<file path="src/rtl/mag_search_pkg.sv">
// Shared state encoding and overflow-safe midpoint helper for the binary-search initiator.
// Pure declarations; no timing or flow-control behaviour of its own.
package mag_search_pkg;

    typedef enum logic [1:0] {
        ST_IDLE  = 2'd0,
        ST_CALC  = 2'd1,
        ST_PROBE = 2'd2,
        ST_DONE  = 2'd3
    } state_e;

    // Widest probe value the helper supports; callers zero-extend into it.
    localparam int MID_W = 32;

    // One spare bit keeps lo + (hi - lo) / 2 exact even when hi is all-ones.
    function automatic logic [MID_W:0] midpoint(input logic [MID_W-1:0] lo,
                                                input logic [MID_W-1:0] hi);
        logic [MID_W:0] lo_x;
        logic [MID_W:0] hi_x;
        lo_x = {1'b0, lo};
        hi_x = {1'b0, hi};
        return lo_x + ((hi_x - lo_x) >> 1);
    endfunction

endpackage

</file>
<file path="src/rtl/mag_search_if.sv">
// Probe/response link between the search initiator (master) and a comparator (slave).
// Probe is held until rsp_vld; the responder may stall indefinitely.
interface mag_search_if #(
    parameter int W = 8
);
    logic [W-1:0] guess;
    logic         guess_vld;
    logic         rsp_vld;
    logic         grt;
    logic         lst;
    logic         equ;

    modport master (
        output guess,
        output guess_vld,
        input  rsp_vld,
        input  grt,
        input  lst,
        input  equ
    );

    modport slave (
        input  guess,
        input  guess_vld,
        output rsp_vld,
        output grt,
        output lst,
        output equ
    );
endinterface

</file>
<file path="src/rtl/mag_search.sv">
// Binary-search initiator: probes a comparator with midpoints until it reports equality or an inconsistency.
// Latency: 2 cycles per probe plus responder wait, done 1 cycle after final response; stalls while rsp_vld is low.
module mag_search
    import mag_search_pkg::*;
#(
    parameter int W  = 8,
    parameter int SW = $clog2(W + 2)
) (
    input  logic          clk,
    input  logic          rst_n,
    input  logic          start,
    mag_search_if.master  cmp,
    output logic          busy,
    output logic          done,
    output logic [W-1:0]  found,
    output logic [SW-1:0] steps,
    output logic          err
);
    state_e        state_q;
    logic [W-1:0]  lo_q;
    logic [W-1:0]  hi_q;
    logic [W-1:0]  guess_q;
    logic [SW-1:0] steps_q;
    logic [W-1:0]  found_q;
    logic          err_q;
    logic          vld_q;
    logic          busy_q;
    logic          done_q;

    logic [W-1:0]  guess_d;
    logic [W-1:0]  lo_d;
    logic [W-1:0]  hi_d;
    logic [2:0]    rsp_flags;

    assign guess_d   = W'(midpoint(MID_W'(lo_q), MID_W'(hi_q)));
    assign lo_d      = guess_q + W'(1);
    assign hi_d      = guess_q - W'(1);
    assign rsp_flags = {cmp.grt, cmp.lst, cmp.equ};

    always_ff @(posedge clk) begin
        if (!rst_n) begin
            state_q <= ST_IDLE;
            lo_q    <= '0;
            hi_q    <= '1;
            guess_q <= '0;
            steps_q <= '0;
            found_q <= '0;
            err_q   <= 1'b0;
            vld_q   <= 1'b0;
            busy_q  <= 1'b0;
            done_q  <= 1'b0;
        end else begin
            done_q <= 1'b0;
            case (state_q)
                ST_IDLE: begin
                    if (start) begin
                        lo_q    <= '0;
                        hi_q    <= '1;
                        steps_q <= '0;
                        err_q   <= 1'b0;
                        found_q <= '0;
                        busy_q  <= 1'b1;
                        state_q <= ST_CALC;
                    end
                end
                ST_CALC: begin
                    guess_q <= guess_d;
                    steps_q <= steps_q + SW'(1);
                    vld_q   <= 1'b1;
                    state_q <= ST_PROBE;
                end
                ST_PROBE: begin
                    if (cmp.rsp_vld) begin
                        vld_q <= 1'b0;
                        // A narrowing step that would empty the range means the responder contradicted itself.
                        case (rsp_flags)
                            3'b001: begin
                                found_q <= guess_q;
                                busy_q  <= 1'b0;
                                done_q  <= 1'b1;
                                state_q <= ST_DONE;
                            end
                            3'b100: begin
                                if (guess_q == '1 || lo_d > hi_q) begin
                                    err_q   <= 1'b1;
                                    busy_q  <= 1'b0;
                                    done_q  <= 1'b1;
                                    state_q <= ST_DONE;
                                end else begin
                                    lo_q    <= lo_d;
                                    state_q <= ST_CALC;
                                end
                            end
                            3'b010: begin
                                if (guess_q == '0 || hi_d < lo_q) begin
                                    err_q   <= 1'b1;
                                    busy_q  <= 1'b0;
                                    done_q  <= 1'b1;
                                    state_q <= ST_DONE;
                                end else begin
                                    hi_q    <= hi_d;
                                    state_q <= ST_CALC;
                                end
                            end
                            default: begin
                                err_q   <= 1'b1;
                                busy_q  <= 1'b0;
                                done_q  <= 1'b1;
                                state_q <= ST_DONE;
                            end
                        endcase
                    end
                end
                ST_DONE: begin
                    state_q <= ST_IDLE;
                end
                default: begin
                    state_q <= ST_IDLE;
                end
            endcase
        end
    end

    assign cmp.guess     = guess_q;
    assign cmp.guess_vld = vld_q;
    assign busy          = busy_q;
    assign done          = done_q;
    assign found         = found_q;
    assign steps         = steps_q;
    assign err           = err_q;

endmodule

</file>
<file path="src/flat_wrapper.sv">
// flat-port wrapper written by rule: the top's interface ports become plain ports
module mag_search_flat import mag_search_pkg::*;
#(
    parameter int W  = 8,
    parameter int SW = $clog2(W + 2)
)
  (clk, rst_n, start, busy, done, found, steps, err, cmp_guess, cmp_guess_vld, cmp_rsp_vld, cmp_grt, cmp_lst, cmp_equ);
  mag_search_if #(.W(W)) cmp_i ();
  input  logic clk;
  input  logic rst_n;
  input  logic start;
  output logic busy;
  output logic done;
  output logic [W-1:0] found;
  output logic [SW-1:0] steps;
  output logic err;
  output wire logic [$bits(cmp_i.guess)-1:0] cmp_guess;
  output wire logic [$bits(cmp_i.guess_vld)-1:0] cmp_guess_vld;
  input wire logic [$bits(cmp_i.rsp_vld)-1:0] cmp_rsp_vld;
  input wire logic [$bits(cmp_i.grt)-1:0] cmp_grt;
  input wire logic [$bits(cmp_i.lst)-1:0] cmp_lst;
  input wire logic [$bits(cmp_i.equ)-1:0] cmp_equ;
  assign cmp_guess = cmp_i.guess;
  assign cmp_guess_vld = cmp_i.guess_vld;
  assign cmp_i.rsp_vld = cmp_rsp_vld;
  assign cmp_i.grt = cmp_grt;
  assign cmp_i.lst = cmp_lst;
  assign cmp_i.equ = cmp_equ;
  mag_search #(.W(W), .SW(SW)) u_core (.clk(clk), .rst_n(rst_n), .start(start), .cmp(cmp_i), .busy(busy), .done(done), .found(found), .steps(steps), .err(err));
endmodule
</file>
<file path="config.mk">
export PLATFORM = sky130hd
export DESIGN_NAME = mag_search_flat
export DESIGN_NICKNAME = d
export VERILOG_FILES = /design/src/rtl/mag_search_pkg.sv /design/src/rtl/mag_search_if.sv /design/src/rtl/mag_search.sv /design/src/flat_wrapper.sv
export SDC_FILE = /design/constraint.sdc
export NUM_CORES = 1
export LEC_CHECK = 0
export BUFFER_PORTS_ARGS = -buffer_cell sky130_fd_sc_hd__buf_2
export CAP_MARGIN = 10
export CORE_AREA = 2 2 73 75
export DETAILED_ROUTE_END_ITERATION = 8
export DIE_AREA = 0 0 75 77
export PLACE_DENSITY_LB_ADDON = 0.2
export SYNTH_ARGS = -nofsm -noshare
export SYNTH_HDL_FRONTEND = slang
export SYNTH_SLANG_ARGS = --single-unit
export TNS_END_PERCENT = 100
</file>
<file path="constraint.sdc">
create_clock -name clk -period 3.9 [get_ports clk]
set_input_delay 0.78 -clock clk [delete_from_list [all_inputs] [get_ports clk]]
set_output_delay 0.78 -clock clk [all_outputs]
set_load 0.02 [all_outputs]
</file>
==> out/results.ini <==
[worst_setup_path]
critPathCaptureType=flop
path_cells=nand3_1 -> nor3_1 -> nand3_1 -> xnor2_1 -> ha_1 -> nand4_1 -> nor2_1 -> a211o_1 -> o211ai_1 -> a21o_1 -> mux2i_1
cpPeakStageDelay_ns=0.61
cp_common_cell=nand3_1
crit_fanout=11
cp.required_ns=4.13
slowest_stage=dfxtp_1
worstSetupPathType=flop to flop
arrival_ns=3.35
reg2reg_depth=11
cp.buffers_inverters=0
worst-path-stages=11
start_kind=flop
crit_family=compound AO/OA/AOI/OAI gates

[layout]
design_area_sq_mm=0.00316
seq_area_sq_um=841
final_util_pct=63.5
drive_gt1_share_pct=12.7
multi_input_area_sq_mm=0.00188
syn2layout_area_growth_pct=9.54
antenna_cells=0
fin_nets=417
fillerInstances=453
instances_no_fill=447

[placed_design]
dp_worst_setup_slack_ns=0.836
port_buffers=30
place.detailed.hpwl_mm=5.22
place_inst=439
dpl_cell_area_sq_mm=0.00307
gp_congestion=0.859

[sta]
setup_slack_ns=0.780
timing.setup.tns_ns=0
maxSlewHeadroom_pct=32.3
report.final.slew_viol_count=0
hold_viol_final=0
fin_crit_sh_pct=80.0
fin_crit_ns=3.12
rsz0062_at_grt=false
fmax_ghz=0.320
finalSetupViolCount=0
fin_skew_ns=0.00396
whs_ns=0.458
worst_pin_slew_ns=1.01

[clock_tree]
cts_max_level=2
cts_buffers=5
cts_setup_buffers=0
clock-sinks=42
clock_latency_ns=0.29
clkSlewWorstSetupHoldPaths_ns=0.08
cts.repair.resized=0
cts_tree=built
clockRootBuffer=clkbuf_8
ctsHoldBuffers=0
clockBufferDepth=2

[logic_synthesis]
synthesis.area_sq_mm=0.00289
ys_ff_latch=42
syn-num-nets=393
ys_warn_count=0
ys_seq_area_share_pct=29.1
yosys.cell_types.count=49
synth_ff_type=dfxtp_1
syn_inst=352
async_flop_share_pct=0
syn-mean-instance-area_sq_um=8.20
synth_edf_count=0

[floorplanning]
initial_core_util_pct=58.0
chipWidth_um=75
rows=26
core-area_sq_mm=0.00498
die_area_sq_mm=0.00578
fp.dieH_um=77
ios=31

[routing]
drt_iter0_drc=133
first_pass_iters=4
drt_wl_total_mm=6.95
vias_per_cell=5.79
ant_nets=0
wire_per_inst_um=15.6
drc=0
vias=2587

[global_routing]
use_met1_pct=36.7
met3_usage_pct=3.94
grt_pass1_wl_mm=11.4
grt_max_degree=27
grt_usage_pct=25.7
grt_pass1_vias=2413
overflow=0
top_usage_layer=met2
antenna_found_initial=0
grtUsageMet2_pct=39.5

[power]
peakVddDrop_v=0.000227
power_density_mw_per_mm2=348
power_leakage_nw=1.43
total_power_mw=1.10

[worst_hold_path]
hold_depth=2
min_path_type=flop to flop

[status]
status=finished clean

[run]
drv_cap=0

sequential cells by signal, indices dropped and copies added, names as in the netlist, 2 cells and up:
register,cells
u_core.steps,4
u_core.found,8
u_core.state_q,2
u_core.hi_q,8
u_core.lo_q,8
u_core.cmp.guess,8
cells in the final DEF (no fill, tap or decap), types with 3 or more instances in the layout:
cell	instances
clkbuf_8	6
mux2i_1	8
buf_2	30
inv_1	24
nand3_1	19
a211oi_1	4
nor3_1	10
xor2_1	8
a31oi_1	8
o21bai_1	3
nand4_1	5
o21ai_0	7
a21oi_1	28
ha_1	32
and4b_1	6
dfxtp_1	42
a21o_1	9
buf_4	3
a22oi_1	3
xnor2_1	14
nor2b_1	3
nor2_1	28
nand2_1	43
worst min-delay path: stages, from the launching register on:
cell and delay, ns:
dfxtp_1 0.31, nand2_1 0.05, a21oi_1 0.05
routing by layer:
metal	part of all wire (%)	vias to the layer above
met3	3.9	7
met5	0	-
met2	45	48
met1	49	1237
li1	-	1295
met4	1.4	0
cells in the mapped netlist, types with 2 or more instances:
master      n  share of area (%)
mux2i_1     8                2.8
a211oi_1    4                1.0
fa_1        2                1.4
dfxtp_1    42                 29
nand4_1     5                1.1
o21ai_1     2               0.35
a2111oi_0   2               0.61
a21oi_1    28                4.9
ha_1       32                 14
a21o_1      9                2.3
buf_2       3               0.52
nor2b_1     3               0.65
a21oi_2     2               0.61
a31oi_1     8                1.7
nand2b_1    2               0.43
a22oi_1     3               0.78
inv_1      24                3.1
nand3_1    19                3.3
o21bai_1    3               0.78
nor2_1     28                3.6
clkbuf_1   10                1.3
a211o_1     2               0.61
nand2_1    43                5.6
o21ai_0     7                1.2
and3_1      2               0.43
and4b_1     6                2.1
nor3_1     10                1.7
o211ai_1    2               0.52
xnor2_1    14                4.2
xor2_1      8                2.4
area by class of cell:
cell class | instances | share of cell area (%)
Clock buffer | 7 | 2.73
Clock inverter | 1 | 0.158
Inverter | 24 | 2.85
Multi-Input combinational cell | 270 | 59.4
Sequential cell | 42 | 26.6
Tap cell | 70 | 2.77
Timing Repair Buffer | 33 | 5.46
worst paths after layout:
| check | from | to | slack [ns] |
|---|---|---|---|
| setup / recovery | u_core.cmp.guess[2] | u_core.lo_q[2] | 0.78 |
| hold / removal | u_core.found[5] | u_core.found[5] | 0.46 |
| setup reg to reg | u_core.cmp.guess[2] | u_core.lo_q[2] | 0.78 |
| hold reg to reg | u_core.found[5] | u_core.found[5] | 0.46 |
cells by family (layout without fill, tap and decap cells):
kind of cell,after synthesis,count (layout),synth area share [%]
fa+ha+maj,34,34,15.3
mux,9,9,3.16
simple gates,124,124,21.0
buf+inv,40,65,5.77
flops,42,42,29.1
compound gates,81,81,19.0
xor+xnor,22,22,6.68
report_power, final:
| part | switching (mW) | total, mW | internal, mW |
|---|---|---|---|
| combinational | 0.195 | 0.321 | 0.125 |
| clock | 0.152 | 0.295 | 0.143 |
| sequential | 0.0381 | 0.485 | 0.447 |
| total | 0.385 | 1.10 | 0.716 |
Power figures use the tool's default switching activity.
